<file path="config.mk">
export PLATFORM = sky130hd
export DESIGN_NAME = la_capture_flat
export DESIGN_NICKNAME = d
export VERILOG_FILES = /design/src/rtl/la_capture_if.sv /design/src/rtl/la_capture.sv /design/src/flat_wrapper.sv
export SDC_FILE = /design/constraint.sdc
export NUM_CORES = 1
export LEC_CHECK = 0
export CORE_UTILIZATION = 35
export DETAILED_ROUTE_END_ITERATION = 8
export HOLD_SLACK_MARGIN = 0.06
export MAX_ROUTING_LAYER = met4
export PLACE_DENSITY = 0.58
export SLEW_MARGIN = 40
export SYNTH_ARGS = -nofsm -noshare
export SYNTH_HDL_FRONTEND = slang
export SYNTH_SLANG_ARGS = --single-unit
</file>
<file path="constraint.sdc">
create_clock -name clk -period 3 [get_ports clk]
set_input_delay 0.3 -clock clk [delete_from_list [all_inputs] [get_ports clk]]
set_output_delay 0.3 -clock clk [all_outputs]
set_load 0.005 [all_outputs]
</file>
<file path="src/rtl/la_capture_if.sv">
// Bundle between the trigger comparator / control registers and the capture sequencer.
// The master drives the sample stream and control; the slave returns the RAM write port and status.
interface la_capture_if #(
  parameter int ADDR_W = 10,
  parameter int DATA_W = 8
);
  logic              start;
  logic              abort;
  logic              sample_en;
  logic [DATA_W-1:0] din;
  logic              trig_in;
  logic [ADDR_W-1:0] pre_len;
  logic [ADDR_W-1:0] post_len;

  logic              wr_en;
  logic [ADDR_W-1:0] wr_addr;
  logic [DATA_W-1:0] wr_data;
  logic [ADDR_W-1:0] trig_addr;
  logic [ADDR_W-1:0] start_addr;
  logic              busy;
  logic              triggered;
  logic              done;

  modport master (
    output start, abort, sample_en, din, trig_in, pre_len, post_len,
    input  wr_en, wr_addr, wr_data, trig_addr, start_addr, busy, triggered, done
  );

  modport slave (
    input  start, abort, sample_en, din, trig_in, pre_len, post_len,
    output wr_en, wr_addr, wr_data, trig_addr, start_addr, busy, triggered, done
  );
endinterface

</file>
<file path="src/rtl/la_capture.sv">
// Capture sequencer: writes the sample stream into a circular RAM, guarantees
// pre_len samples of history before the trigger and post_len samples after it.
module la_capture #(
  parameter int ADDR_W = 10,
  parameter int DATA_W = 8
) (
  input  logic        clk,
  input  logic        rst,
  la_capture_if.slave bus
);
  typedef enum logic [2:0] {S_IDLE, S_PRE, S_WAIT, S_POST, S_DONE} state_e;

  state_e            state_q;
  logic [ADDR_W-1:0] ptr_q, ptr_d;
  logic [ADDR_W-1:0] cnt_q, cnt_d;
  logic [ADDR_W-1:0] pre_len_q, post_len_q;
  logic              wr_en_q;
  logic [ADDR_W-1:0] wr_addr_q;
  logic [DATA_W-1:0] wr_data_q;
  logic [ADDR_W-1:0] trig_addr_q, start_addr_q;
  logic              busy_q, triggered_q, done_q;
  logic              sample_wr;

  // The pointer wraps 2^ADDR_W-1 -> 0 by plain truncation.
  assign ptr_d     = ptr_q + 1'b1;
  assign cnt_d     = cnt_q + 1'b1;
  assign sample_wr = bus.sample_en &&
                     (state_q == S_PRE || state_q == S_WAIT || state_q == S_POST);

  always_ff @(posedge clk) begin
    // NOTE: synchronous reset - rst is sampled on the clock edge like any other input,
    // and every register here (including the write pointer) is cleared by it.
    if (rst) begin
      state_q      <= S_IDLE;
      ptr_q        <= '0;
      cnt_q        <= '0;
      pre_len_q    <= '0;
      post_len_q   <= '0;
      wr_en_q      <= 1'b0;
      wr_addr_q    <= '0;
      wr_data_q    <= '0;
      trig_addr_q  <= '0;
      start_addr_q <= '0;
      busy_q       <= 1'b0;
      triggered_q  <= 1'b0;
      done_q       <= 1'b0;
    end else begin
      wr_en_q <= 1'b0;
      if (bus.abort) begin
        state_q <= S_IDLE;
        busy_q  <= 1'b0;
        done_q  <= 1'b0;
      end else begin
        if (sample_wr) begin
          wr_en_q   <= 1'b1;
          wr_addr_q <= ptr_q;
          wr_data_q <= bus.din;
          ptr_q     <= ptr_d;
        end
        case (state_q)
          S_IDLE, S_DONE: begin
            if (bus.start) begin
              pre_len_q   <= bus.pre_len;
              post_len_q  <= bus.post_len;
              ptr_q       <= '0;
              cnt_q       <= '0;
              triggered_q <= 1'b0;
              done_q      <= 1'b0;
              busy_q      <= 1'b1;
              state_q     <= (bus.pre_len == '0) ? S_WAIT : S_PRE;
            end else if (state_q == S_DONE) begin
              // Status lags the state by one cycle so done rises after the last write.
              busy_q <= 1'b0;
              done_q <= 1'b1;
            end
          end
          S_PRE: begin
            if (bus.sample_en) begin
              cnt_q <= cnt_d;
              if (cnt_d == pre_len_q) begin
                cnt_q   <= '0;
                state_q <= S_WAIT;
              end
            end
          end
          S_WAIT: begin
            if (bus.sample_en && bus.trig_in) begin
              trig_addr_q  <= ptr_q;
              start_addr_q <= ptr_q - pre_len_q;
              triggered_q  <= 1'b1;
              cnt_q        <= '0;
              state_q      <= (post_len_q == '0) ? S_DONE : S_POST;
            end
          end
          S_POST: begin
            if (bus.sample_en) begin
              cnt_q <= cnt_d;
              if (cnt_d == post_len_q) state_q <= S_DONE;
            end
          end
          default: state_q <= S_IDLE;
        endcase
      end
    end
  end

  assign bus.wr_en      = wr_en_q;
  assign bus.wr_addr    = wr_addr_q;
  assign bus.wr_data    = wr_data_q;
  assign bus.trig_addr  = trig_addr_q;
  assign bus.start_addr = start_addr_q;
  assign bus.busy       = busy_q;
  assign bus.triggered  = triggered_q;
  assign bus.done       = done_q;
endmodule

</file>
<file path="src/flat_wrapper.sv">
// flat-port wrapper written by rule: the top's interface ports become plain ports
module la_capture_flat 
#(
  parameter int ADDR_W = 10,
  parameter int DATA_W = 8
)
  (clk, rst, bus_start, bus_abort, bus_sample_en, bus_din, bus_trig_in, bus_pre_len, bus_post_len, bus_wr_en, bus_wr_addr, bus_wr_data, bus_trig_addr, bus_start_addr, bus_busy, bus_triggered, bus_done);
  la_capture_if #(.ADDR_W(ADDR_W), .DATA_W(DATA_W)) bus_i ();
  input  logic clk;
  input  logic rst;
  input wire logic [$bits(bus_i.start)-1:0] bus_start;
  input wire logic [$bits(bus_i.abort)-1:0] bus_abort;
  input wire logic [$bits(bus_i.sample_en)-1:0] bus_sample_en;
  input wire logic [$bits(bus_i.din)-1:0] bus_din;
  input wire logic [$bits(bus_i.trig_in)-1:0] bus_trig_in;
  input wire logic [$bits(bus_i.pre_len)-1:0] bus_pre_len;
  input wire logic [$bits(bus_i.post_len)-1:0] bus_post_len;
  output wire logic [$bits(bus_i.wr_en)-1:0] bus_wr_en;
  output wire logic [$bits(bus_i.wr_addr)-1:0] bus_wr_addr;
  output wire logic [$bits(bus_i.wr_data)-1:0] bus_wr_data;
  output wire logic [$bits(bus_i.trig_addr)-1:0] bus_trig_addr;
  output wire logic [$bits(bus_i.start_addr)-1:0] bus_start_addr;
  output wire logic [$bits(bus_i.busy)-1:0] bus_busy;
  output wire logic [$bits(bus_i.triggered)-1:0] bus_triggered;
  output wire logic [$bits(bus_i.done)-1:0] bus_done;
  assign bus_i.start = bus_start;
  assign bus_i.abort = bus_abort;
  assign bus_i.sample_en = bus_sample_en;
  assign bus_i.din = bus_din;
  assign bus_i.trig_in = bus_trig_in;
  assign bus_i.pre_len = bus_pre_len;
  assign bus_i.post_len = bus_post_len;
  assign bus_wr_en = bus_i.wr_en;
  assign bus_wr_addr = bus_i.wr_addr;
  assign bus_wr_data = bus_i.wr_data;
  assign bus_trig_addr = bus_i.trig_addr;
  assign bus_start_addr = bus_i.start_addr;
  assign bus_busy = bus_i.busy;
  assign bus_triggered = bus_i.triggered;
  assign bus_done = bus_i.done;
  la_capture #(.ADDR_W(ADDR_W), .DATA_W(DATA_W)) u_core (.clk(clk), .rst(rst), .bus(bus_i));
endmodule
</file>
# Yosys cells after proc, flatten, opt, wreduce, memory -nomap -nowiden

Index checks and enable logic that the tools add are counted.

Add/sub/neg operators: 3
Reductions and logical operators: 19
Mux-type cells: 26
Eq/ne operators: 12
Bitwise operators: 1

Operators with widths:

| operator                | count |
|---|---|
| $mux W10                | 8 |
| $pmux W10 S4            | 1 |
| $mux W3                 | 7 |
| $add A10 B1 Y10 const B | 2 |
| $eq A10 B10 Y1          | 2 |
| $logic_not A10 Y1       | 2 |
| $ne A2 B2 Y1 const B    | 6 |
| $pmux W3 S4             | 1 |
| $reduce_and A6 Y1       | 2 |
| $sub A10 B10 Y10        | 1 |
| $mux W1                 | 7 |
| $eq A3 B2 Y1 const B    | 2 |
| $reduce_and A3 Y1       | 2 |
| $reduce_and A2 Y1       | 2 |
| $reduce_and A4 Y1       | 1 |
| $reduce_bool A2 Y1      | 2 |
| $reduce_bool A4 Y1      | 1 |
| $reduce_or A2 Y1        | 2 |
| $eq A3 B1 Y1 const B    | 1 |
| $eq A3 B3 Y1 const B    | 1 |
| $logic_not A3 Y1        | 1 |
| $logic_and A1 B1 Y1     | 2 |
| $logic_or A1 B1 Y1      | 2 |
| $mux W2                 | 1 |
| other kinds (2)         | 2 |

Output and inout bits: 42
Input bits: 34
Word-level logic and storage cells: 74
Flip-flop bits (word level): 85

# Logic depth before layout (Yosys ltp)

Depth after elaboration: 7
Gate-level depth with buffers: 10

# Worst setup path after synthesis

No wires, ideal clock.

Kind: flip-flop to flip-flop
Start: register u_core.cnt_q[1]
End: register u_core.state_q[1]
Stages on the path, launching flop included: 11
Arrival time: 2242 ps
Buffers on the path: 2
Setup time: 134 ps
Setup slack: 624 ps
Period minus slack after synthesis: 2376 ps
Cell sequence: dfxtp_1 ha_1 buf_6 and3_1 buf_4 nand3_2 a311oi_1 or4b_4 o31a_1 o22ai_2 a2111oi_2

Cells in the longest elaborated chain, start to end: 4
Elaborated cells on any way between the ends: 6

Ends and longest elaborated chain:

| item                                   | RTL line                           | source |
|---|---|---|
| from (decl)                            | la_capture.sv:15                   | `logic [ADDR_W-1:0] cnt_q, cnt_d;` |
| from (signal assigned)                 | la_capture.sv:79                   | `cnt_q <= cnt_d;` |
| from (signal assigned)                 | la_capture.sv:97                   | `cnt_q <= cnt_d;` |
| $add A10 B1 Y10 (*)                    | la_capture.sv:26                   | `assign cnt_d = cnt_q + 1'b1;` |
| $eq A10 B10 Y1 (on tied branches)      | la_capture.sv:80, la_capture.sv:98 |  |
| $ne A2 B2 Y1 (no source line)          | n/a                                |  |
| $reduce_and A6 Y1 (no source line) (*) | n/a                                |  |
| to (signal assigned)                   | la_capture.sv:70                   | `state_q <= (bus.pre_len == '0) ? S_WAIT : S_PRE;` |
| to (signal assigned)                   | la_capture.sv:92                   | `state_q <= (post_len_q == '0) ? S_DONE : S_POST;` |
| to (decl)                              | la_capture.sv:13                   | `state_e state_q;` |

Every way passes the cells marked *; elsewhere a longest branch is shown, timed or not.
A chain may end at the register's enable or synchronous reset.

# Worst setup path after layout

Start: register u_core.cnt_q[0]
End: register u_core.cnt_q[3]

Cells in the longest elaborated chain, start to end: 5
Elaborated cells on any way between the ends: 6

Ends and longest elaborated chain:

| item                | RTL line         | source |
|---|---|---|
| $add A10 B1 Y10 (*) | la_capture.sv:26 |  |
| $eq A10 B10 Y1      | la_capture.sv:80 | `if (cnt_d == pre_len_q) begin` |
| $mux W10            | la_capture.sv:80 |  |
| $mux W10            | la_capture.sv:78 | `if (bus.sample_en) begin` |
| $pmux W10 S4 (*)    | la_capture.sv:60 | `case (state_q)` |

Every way passes the cells marked *; elsewhere a longest branch is shown, timed or not. The select of a mux whose other input is x is not followed.

==> results_dict.tcl <==
set metrics [dict create \
    outcome "completed" \
    fp.dieW_um 115.5 \
    power_frac_clock_pct 43.5 \
    timing.final.setup_violations 0 \
    cts-root-to-sink-buffers 2 \
    r2r_slack_ns 0.24 \
    combPwrFrac_pct 11.6 \
    first_iter_violations 251 \
    grt_first_pass_wirelength_um 20690 \
    synth.lib_cells_used.distinct 67 \
    timing.critical_path.buf_inv 0 \
    finalWeightedCongestion 0.9243 \
    overflow 0 \
    post_synth_instance_area_um2 4512 \
    drc 0 \
    netlist.area_leader.share_pct 37.71 \
    power_density_nw_per_um2 462.9 \
    coreArea_um2 12620 \
    fp.dieArea_um2 13350 \
    place_hpwl_um 8993 \
    least_margin_pin_slew_ns 0.7357 \
    number_of_antenna_violations_at_the_first_check_in_global_routing 0 \
    detail_route.vias_per_cell 5.249 \
    dominantRegCellSynth "dfxtp_1" \
    seq_area_frac_synth_pct 37.71 \
    critical_path.cell_chain "ha_2, and3_1, nand3_2, a311oi_1, or4b_4, or3_4, o21ai_2, o21ai_1" \
    grt_pass1_vias 4097 \
    routedWlPerCell_um 15.24 \
    detail_route.wirelength_um 12550 \
    yosysMostFrequentCell "nand2_1" \
    portBuffers 75 \
    root_buffer "clkbuf_16" \
    post_cts_buffers 0 \
    worst-endpoint-required_ns 3.23 \
    cts_tree "yes" \
    syn2layout_area_growth_pct 25.79 \
    worst_setup_path_start_kind "register" \
    ys_warn_count 0 \
    drv_slew 0 \
    layout.core_utilization_pct 44.97 \
    placed_cell_area_um2 5374 \
    switching_power_total_w 0.0006907 \
    yosys_register_bits 85 \
    nNetsFinal 692 \
    p_seq_share_pct 44.9 \
    critPathKind "reg2reg" \
    core.rowCount 41 \
    share_of_the_clock_period_used_by_the_worst_path_pct 92.15 \
    insertion_delay_ns 0.35 \
    die_height_um 115.5 \
    critical-path-top-delay-family "simple AND/OR/NAND/NOR gates" \
    post-route-min-period_ns 2.764 \
    fin_worst_skew_ns 0.005140 \
    synth_top_cells_by_count "134 x nand2_1, 85 x dfxtp_1, 72 x a21oi_1" \
    totalNegativeSetupSlack_ns 0 \
    combined_global_route_utilization_of_all_metal_layers_pct 20.54 \
    detailed_route_via_count 4320 \
    final_layout_size_suffix_gt1_share_pct 8.295 \
    worstSetupEndpointType "register" \
    fin_area_um2 5675 \
    synth_cells 587 \
    cp.arrival_ns 2.99 \
    cts_htree_levels 3 \
    grt_setup_unrepaired "no" \
    max-slew-margin-rel_pct 50.96 \
    floorplan.initialDensity_pct 35.75 \
    synth.area.top_cells "dfxtp_1 38%, nand2_1 11%, a21oi_1 8.0%, ha_1 3.1%, nor2_1 2.9%" \
    cts_hold_buf 0 \
    synthesis.nets 633 \
    fin_total_pwr_w 0.002627 \
    top_level_ports 76 \
    crit_fanout 10 \
    hp_class "reg2reg" \
    p_int_w 0.001937 \
    clk_transition_reported_paths_ns 0.06 \
    final_hold_viol_count 0 \
    synth-edff-count 0 \
    share_of_async_settable_or_async_resettable_flops_after_synthesis_pct 0 \
    antenna_cells_inserted 0 \
    critical-path-max-stage-delay_ns 0.52 \
    power.leakage_nw 1.946 \
    max_clk_rate_mhz 361.7 \
    number_of_gates_given_a_new_drive_strength_after_cts 0 \
    dr.pass1.iters 5 \
    power.share.switching_pct 26.29 \
    grt_max_degree 40 \
    tritoncts_num_sinks 85 \
    synth_largest_area_cell "dfxtp_1" \
    critical_path.slowest_cell "or4b_4" \
    numCtsBuffers 9 \
    ir_drop_mv 0.2206 \
    fin_hold_ws_ns 0.4507 \
    postSynthAreaPerCell_um2 7.686 \
    max_cap_viol_count 0 \
    remaining_number_of_nets_flagged_by_the_antenna_check_after_routing 0 \
]
layer usage:
layer  global-route usage [%]  routed length, um
met5                        -                  0
met1                    26.89               6060
met3                    4.289                674
met2                    30.62               5547
met4                    8.571                263
state kept, by name, indices dropped and copies added, names as in the netlist:
name                   cells
u_core.bus.busy            1
u_core.bus.done            1
u_core.bus.start_addr     10
u_core.bus.trig_addr      10
u_core.bus.triggered       1
u_core.bus.wr_addr        10
u_core.bus.wr_data         8
u_core.bus.wr_en           1
u_core.cnt_q              10
u_core.post_len_q         10
u_core.pre_len_q          10
u_core.ptr_q              10
u_core.state_q             3
worst paths after layout:
kind	start	to	depth (start not counted)
worst max-delay path	u_core.cnt_q[0]	u_core.cnt_q[3]	8
worst min-delay path	u_core.bus.start_addr[7]	u_core.bus.start_addr[7]	2
worst max register to register	u_core.cnt_q[0]	u_core.cnt_q[3]	8
worst min register to register	u_core.bus.start_addr[7]	u_core.bus.start_addr[7]	2
kinds of logic (layout without fill, tap and decap cells):
logic type      Yosys count  in the layout  synth area share, %
buf+inv                  55            119                5.630
compound gates          144            144                19.77
fa+ha+maj                12             12                3.494
xor+xnor                 27             27                5.851
flops                    85             85                37.71
simple gates            264            264                27.54
layout make-up:
cell class / instances / area, um2
Fill cell: 1300 / 6944
Multi-Input combinational cell: 447 / 2564
Sequential cell: 85 / 1702
Timing Repair Buffer: 87 / 835.8
Clock buffer: 9 / 225.2
Tap cell: 172 / 215.2
Clock inverter: 7 / 73.82
Inverter: 16 / 60.06
power groups by stage:
stage,clock (W),sequential [W],combinational [W]
after floorplan,0,0.00119,0.000195
after global placement,0,0.00120,0.000300
after detailed placement,0,0.00120,0.000303
after CTS,0.00117,0.00118,0.000305
after global routing,0.00122,0.00118,0.000340
final,0.00114,0.00118,0.000306
worst min-delay path: stages, from the launching register on:
cell     delay [ns]
dfxtp_1        0.31
nand2_1        0.05
a21oi_1        0.05
per-stage QoR:
stage	worst slack, ns	cells
after CTS	0.1471	823
final	0.2356	823
after detailed placement	0.2034	807
after global routing	0.05421	823
after global placement	0.2965	807
after floorplan	0.6241	587
placed cells by master, fill, tap and decap left out, types with 8 or more instances in the layout:
cell               n
buf_4             12
nor3_1            16
inv_1             16
dfxtp_1           85
clkdlybuf4s50_1   74
nand2_1          134
clkbuf_16          9
xnor2_1           14
nor2_1            35
nand3_1           16
and3_1             8
ha_1              10
xor2_1            11
o21ai_0           18
or3_1              8
a21oi_1           72
Note: power is estimated with default switching activity, not from simulation.
